## config.mk

```make
export PLATFORM = sky130hd
export DESIGN_NAME = fetch_pipe_ctrl
export DESIGN_NICKNAME = d
export VERILOG_FILES = /design/src/rtl/fetch_pipe_ctrl.sv
export SDC_FILE = /design/constraint.sdc
export NUM_CORES = 1
export LEC_CHECK = 0
export ABC_AREA = 1
export CAP_MARGIN = 20
export CORE_MARGIN = 2
export CORE_UTILIZATION = 49
export CTS_CLUSTER_SIZE = 20
export DETAILED_ROUTE_END_ITERATION = 12
export PLACE_DENSITY_LB_ADDON = 0.3
export SLEW_MARGIN = 20
export SYNTH_ARGS = -nofsm -noshare
export SYNTH_HDL_FRONTEND = slang
export SYNTH_SLANG_ARGS = --single-unit
export TNS_END_PERCENT = 5
```

## constraint.sdc

```tcl
create_clock -name clk -period 1.7 [get_ports clk]
set_input_delay 0.34 -clock clk [delete_from_list [all_inputs] [get_ports clk]]
set_output_delay 0.34 -clock clk [all_outputs]
set_load 0.02 [all_outputs]
```

## src/rtl/fetch_pipe_ctrl.sv

```systemverilog
// fetch_pipe_ctrl: PC, imem handshake and IF/ID register driven by hazard stall and EX redirect decisions
module fetch_pipe_ctrl #(
  parameter int XLEN = 32,
  parameter logic [XLEN-1:0] RESET_PC = '0,
  parameter int CNT_W = 16
) (
  input  logic             clk,
  input  logic             rst_n,
  input  logic             hz_stall,
  input  logic             ex_redirect,
  input  logic [XLEN-1:0]  ex_target,
  output logic             imem_req,
  output logic [XLEN-1:0]  imem_addr,
  input  logic [XLEN-1:0]  imem_rdata,
  input  logic             imem_ready,
  output logic             ifid_valid,
  output logic [XLEN-1:0]  ifid_instr,
  output logic [XLEN-1:0]  ifid_pc,
  output logic             idex_bubble,
  output logic [CNT_W-1:0] stall_cnt,
  output logic [CNT_W-1:0] flush_cnt
);
  typedef enum logic {FETCH, DROP} state_t;
  localparam logic [XLEN-1:0] NOP = XLEN'(32'h0000_0013);
  state_t state;
  logic [XLEN-1:0] pc, tgt;
  logic [XLEN-1:0] tgt_in;
  assign tgt_in = ex_target & ~XLEN'(3);
  assign imem_req = rst_n;
  assign imem_addr = pc;
  assign idex_bubble = hz_stall | ex_redirect;
  always_ff @(posedge clk or negedge rst_n) begin
    if (!rst_n) begin
      state <= FETCH;
      pc <= RESET_PC;
      tgt <= '0;
      ifid_valid <= 1'b0;
      ifid_instr <= NOP;
      ifid_pc <= '0;
    end else if (state == FETCH) begin
      if (ex_redirect) begin
        ifid_valid <= 1'b0;
        ifid_instr <= NOP;
        if (imem_ready) pc <= tgt_in;
        else begin
          tgt <= tgt_in;
          state <= DROP;
        end
      end else if (hz_stall) begin
        pc <= pc;
      end else if (imem_ready) begin
        ifid_valid <= 1'b1;
        ifid_instr <= imem_rdata;
        ifid_pc <= pc;
        pc <= pc + XLEN'(4);
      end else begin
        ifid_valid <= 1'b0;
      end
    end else begin
      // the old-pc response is discarded; only the target survives
      if (ex_redirect) tgt <= tgt_in;
      if (imem_ready) begin
        pc <= ex_redirect ? tgt_in : tgt;
        state <= FETCH;
      end
    end
  end
  always_ff @(posedge clk or negedge rst_n) begin
    if (!rst_n) begin
      stall_cnt <= '0;
      flush_cnt <= '0;
    end else begin
      if (hz_stall && !ex_redirect && stall_cnt != '1) stall_cnt <= stall_cnt + CNT_W'(1);
      if (ex_redirect && flush_cnt != '1) flush_cnt <= flush_cnt + CNT_W'(1);
    end
  end
endmodule

```

==> metrics.md <==
| Metric | Value |
|---|---|
| Maximum clock frequency | `597 MHz` |
| Vias | `7465` |
| Initial antenna violation count | `0` |
| Final Wtd Congestion | `0.926` |
| Reg-to-reg startpoint | `imem_addr[2]$_DFFE_PN0P_` |
| Finished Core Util | `70.1%` |
| DRT antenna net count | `0` |
| Final clock skew | `0.0105 ns` |
| Global route total overflow | `0` |
| Total core area | `0.0158 mm2` |
| Clock latency at the later pin of the worst-skew pair | `0.43 ns` |
| First drt pass iteration count | `5` |
| Die W | `130 um` |
| Total Routed Length | `23.3 mm` |
| Syn Area/Cell | `8.46 um2` |
| H-tree depth | `4` |
| Crit-path slowest cell | `dfrtp_1` |
| Hold_sp | `ifid_pc[3]$_DFFE_PN0P_` |
| Num CTS Buffers | `17` |
| I/O Buffers | `197` |
| YS warnings | `0` |
| Type of the worst min-delay path | `flip-flop to flip-flop` |
| Total GRT Usage | `27.7%` |
| Slowest cell delay on critical path | `0.43 ns` |
| Worst slew pin tran | `0.485 ns` |
| Status | `finished clean` |
| Tcrit/Tclk final | `98.5%` |
| CTS Buffer Depth | `2` |
| Pwr/cell area | `1140 mW/mm2` |
| First-pass GRT wire length | `36.3 mm` |
| Syn nets | `997` |
| Synthesized instance count | `925` |
| Starting Density | `49.6%` |
| DRC Markers | `0` |
| Share of cells above drive strength 1 | `13.5%` |
| CP Max Fanout | `5` |
| Worst Path Required | `2.04 ns` |
| DIE AREA | `0.0170 mm2` |
| Critical Path, Cell by Cell | `ha_4 -> nand2_2 -> nor2_4 -> nand3_4 -> nor2_4 -> nand2_1 -> nand2_1 -> nand3_2 -> a21oi_2` |
| Slew Limit Fails | `0` |
| Vias/cell | `5.31` |
| WS Path Type | `flip-flop to flip-flop` |
| VDD IR max | `980 uV` |
| Layout area overhead | `41.1%` |
| Yosys reg bits | `162` |
| # IOs | `200` |
| Num Clock Sinks | `162` |
| Post-synthesis cell type count | `42` |
| Tmin final | `1.67 ns` |
| RSZ-0062 raised after global routing | `yes` |
| # setup viols final | `0` |
| WHS | `0.473 ns` |
| Final Hold Vio Count | `0` |
| Relative slew slack | `67.6%` |
| Die Ht | `130 um` |
| Wirelength per Cell | `16.6 um` |
| Clock-pin slew on the worst setup and hold paths | `0.06 ns` |
| Root buf cell | `clkbuf_16` |
| Filler cells | `1315` |
| Largest delay contributor family on the critical path | `simple AND/OR/NAND/NOR gates` |
| Worst path bufs/invs | `0` |
| Cell Rows | `46` |
| Static Leak | `5.45 nW` |
| Initial DRC Count | `654` |
| Synth Cell Area | `0.00783 mm2` |
| Number of diodes | `0` |
| Detailed Place HPWL | `17.2 mm` |
| CTS tree | `done` |
| Vias in the first global route | `7130` |
| Max-cap violations | `0` |
| Arrival @ worst endpoint | `2.02 ns` |
| R2r setup slk | `0.03 ns` |
| Largest net degree at the start of global routing | `81` |
| Nets | `1249` |
| Seq/Total Area, Yosys | `51.8%` |
| CP endpoint kind | `flip-flop` |
| Worst Setup SP | `imem_addr[2]$_DFFE_PN0P_` |
| Startpoint Class | `flip-flop` |
## path summary, 6_finish.rpt
path / cells past startpoint / to
min in group asynchronous: 3 / ifid_pc[24]$_DFFE_PN0P_
setup / recovery: 9 / imem_addr[24]$_DFFE_PN0P_
max in group asynchronous: 4 / ifid_pc[4]$_DFFE_PN0P_
hold / removal: 2 / ifid_pc[3]$_DFFE_PN0P_
setup reg to reg: 9 / imem_addr[24]$_DFFE_PN0P_
hold reg to reg: 2 / ifid_pc[3]$_DFFE_PN0P_
## report_power, final
| group | leakage [nW] | total, W | switching [W] | internal (W) |
|---|---|---|---|---|
| logic | 3.11 | 0.00349 | 0.00212 | 0.00136 |
| registers | 2.05 | 0.00507 | 0.000589 | 0.00448 |
| clock network | 0.290 | 0.00402 | 0.00156 | 0.00246 |
## placed cells by master, fill, tap and decap left out, types with 30 or more instances in the layout
master	netlist	routed
nor2_1	82	81
dfrtp_1	159	154
nand3_1	59	56
nand2_1	280	276
o21ai_0	54	53
buf_4	4	62
inv_1	74	72
a22o_1	30	30
dlygate4sd2_1	0	129
clkdlybuf4s50_1	0	66
## timing repair
item | CTS | global route
hold buffers | 1 | 0
gates cloned | 0 | 0
pin swaps | 0 | 11
endpoints found under the setup margin | 131 | 27
endpoints found under the hold margin | 35 | 0
resized for setup | 130 | 28
setup buffers | 0 | 4
## sequential cells by signal (all words and copies together), names as in the netlist
register and flops:
ifid_valid 1, stall_cnt 16, tgt 32, flush_cnt 16
imem_addr 32, ifid_pc 32, state 1, ifid_instr 32
## kinds of logic (layout without fill, tap and decap cells)
| kind of cell | count (synthesis) | in the layout | share of synthesized area, % |
|---|---|---|---|
| buf+inv | 118 | 382 | 6.39 |
| xor+xnor | 23 | 23 | 2.57 |
| flops | 162 | 162 | 51.8 |
| compound gates | 153 | 153 | 13.0 |
| fa+ha+maj | 3 | 3 | 0.480 |
| simple gates | 466 | 466 | 25.7 |
## worst min-delay path: stages, from the launching register on
cell and delay, ns:
dfrtp_1 0.34, nand2_1 0.05, nand2_1 0.05
## stage by stage
step | TNS [ns] | instance area, um2 | total power, W | instances | setup slack [ns]
2_1_floorplan | 0 | 7830 | 0.00688 | 925 | 0.00287
3_3_place_gp | -15.66 | 10500 | 0.00882 | 1369 | -0.238
3_5_place_dp | -19.69 | 10500 | 0.00891 | 1369 | -0.281
4_1_cts | -0.0283 | 10900 | 0.0126 | 1401 | -0.0283
5_1_grt | -0.238 | 11000 | 0.0132 | 1405 | -0.0611
6_report | 0 | 11000 | 0.0126 | 1405 | 0.0256
## synthesized netlist by cell type, drive strengths merged
cell type	instances	area, um2
ha	3	37.5
dfrtp	159	3980
nand4	11	68.8
a21oi	16	83.8
nand2	284	1080
a31oi	8	50.1
dfstp	3	78.8
buf	21	134
o21ai	66	353
nand3	60	305
and2	1	6.26
a22o	30	263
a22oi	2	15.0
xnor2	6	52.6
nor2	94	440
inv	82	310
a32oi	1	8.76
o22ai	2	12.5
o211ai	6	45.0
nand3b	1	7.51
clkinv	1	3.75
nor3	15	101
a211oi	2	15.0
a221oi	17	149
clkbuf	14	52.6
o22a	3	26.3
xor2	17	149
## metal layers
metal / up-vias / global-route usage (%) / share of wire, %
met2: 328 / 45.0 / 47
li1: 3549 / - / -
met1: 3541 / 36.0 / 42
met3: 47 / 6.51 / 8.7
met4: 0 / 11.5 / 2.7
met5: - / 0 / 0
## layout make-up
cell class	count	area (um2)	area share (%)
flip-flops and latches	162	4060	36.8
clock buffers	19	433	3.92
repair buffers	268	2430	22.0
clock inverters	12	183	1.65
multi-input cells	645	3350	30.3
inverters	83	314	2.84
well taps	216	270	2.45
No activity file was read; power rests on OpenSTA's default activity.
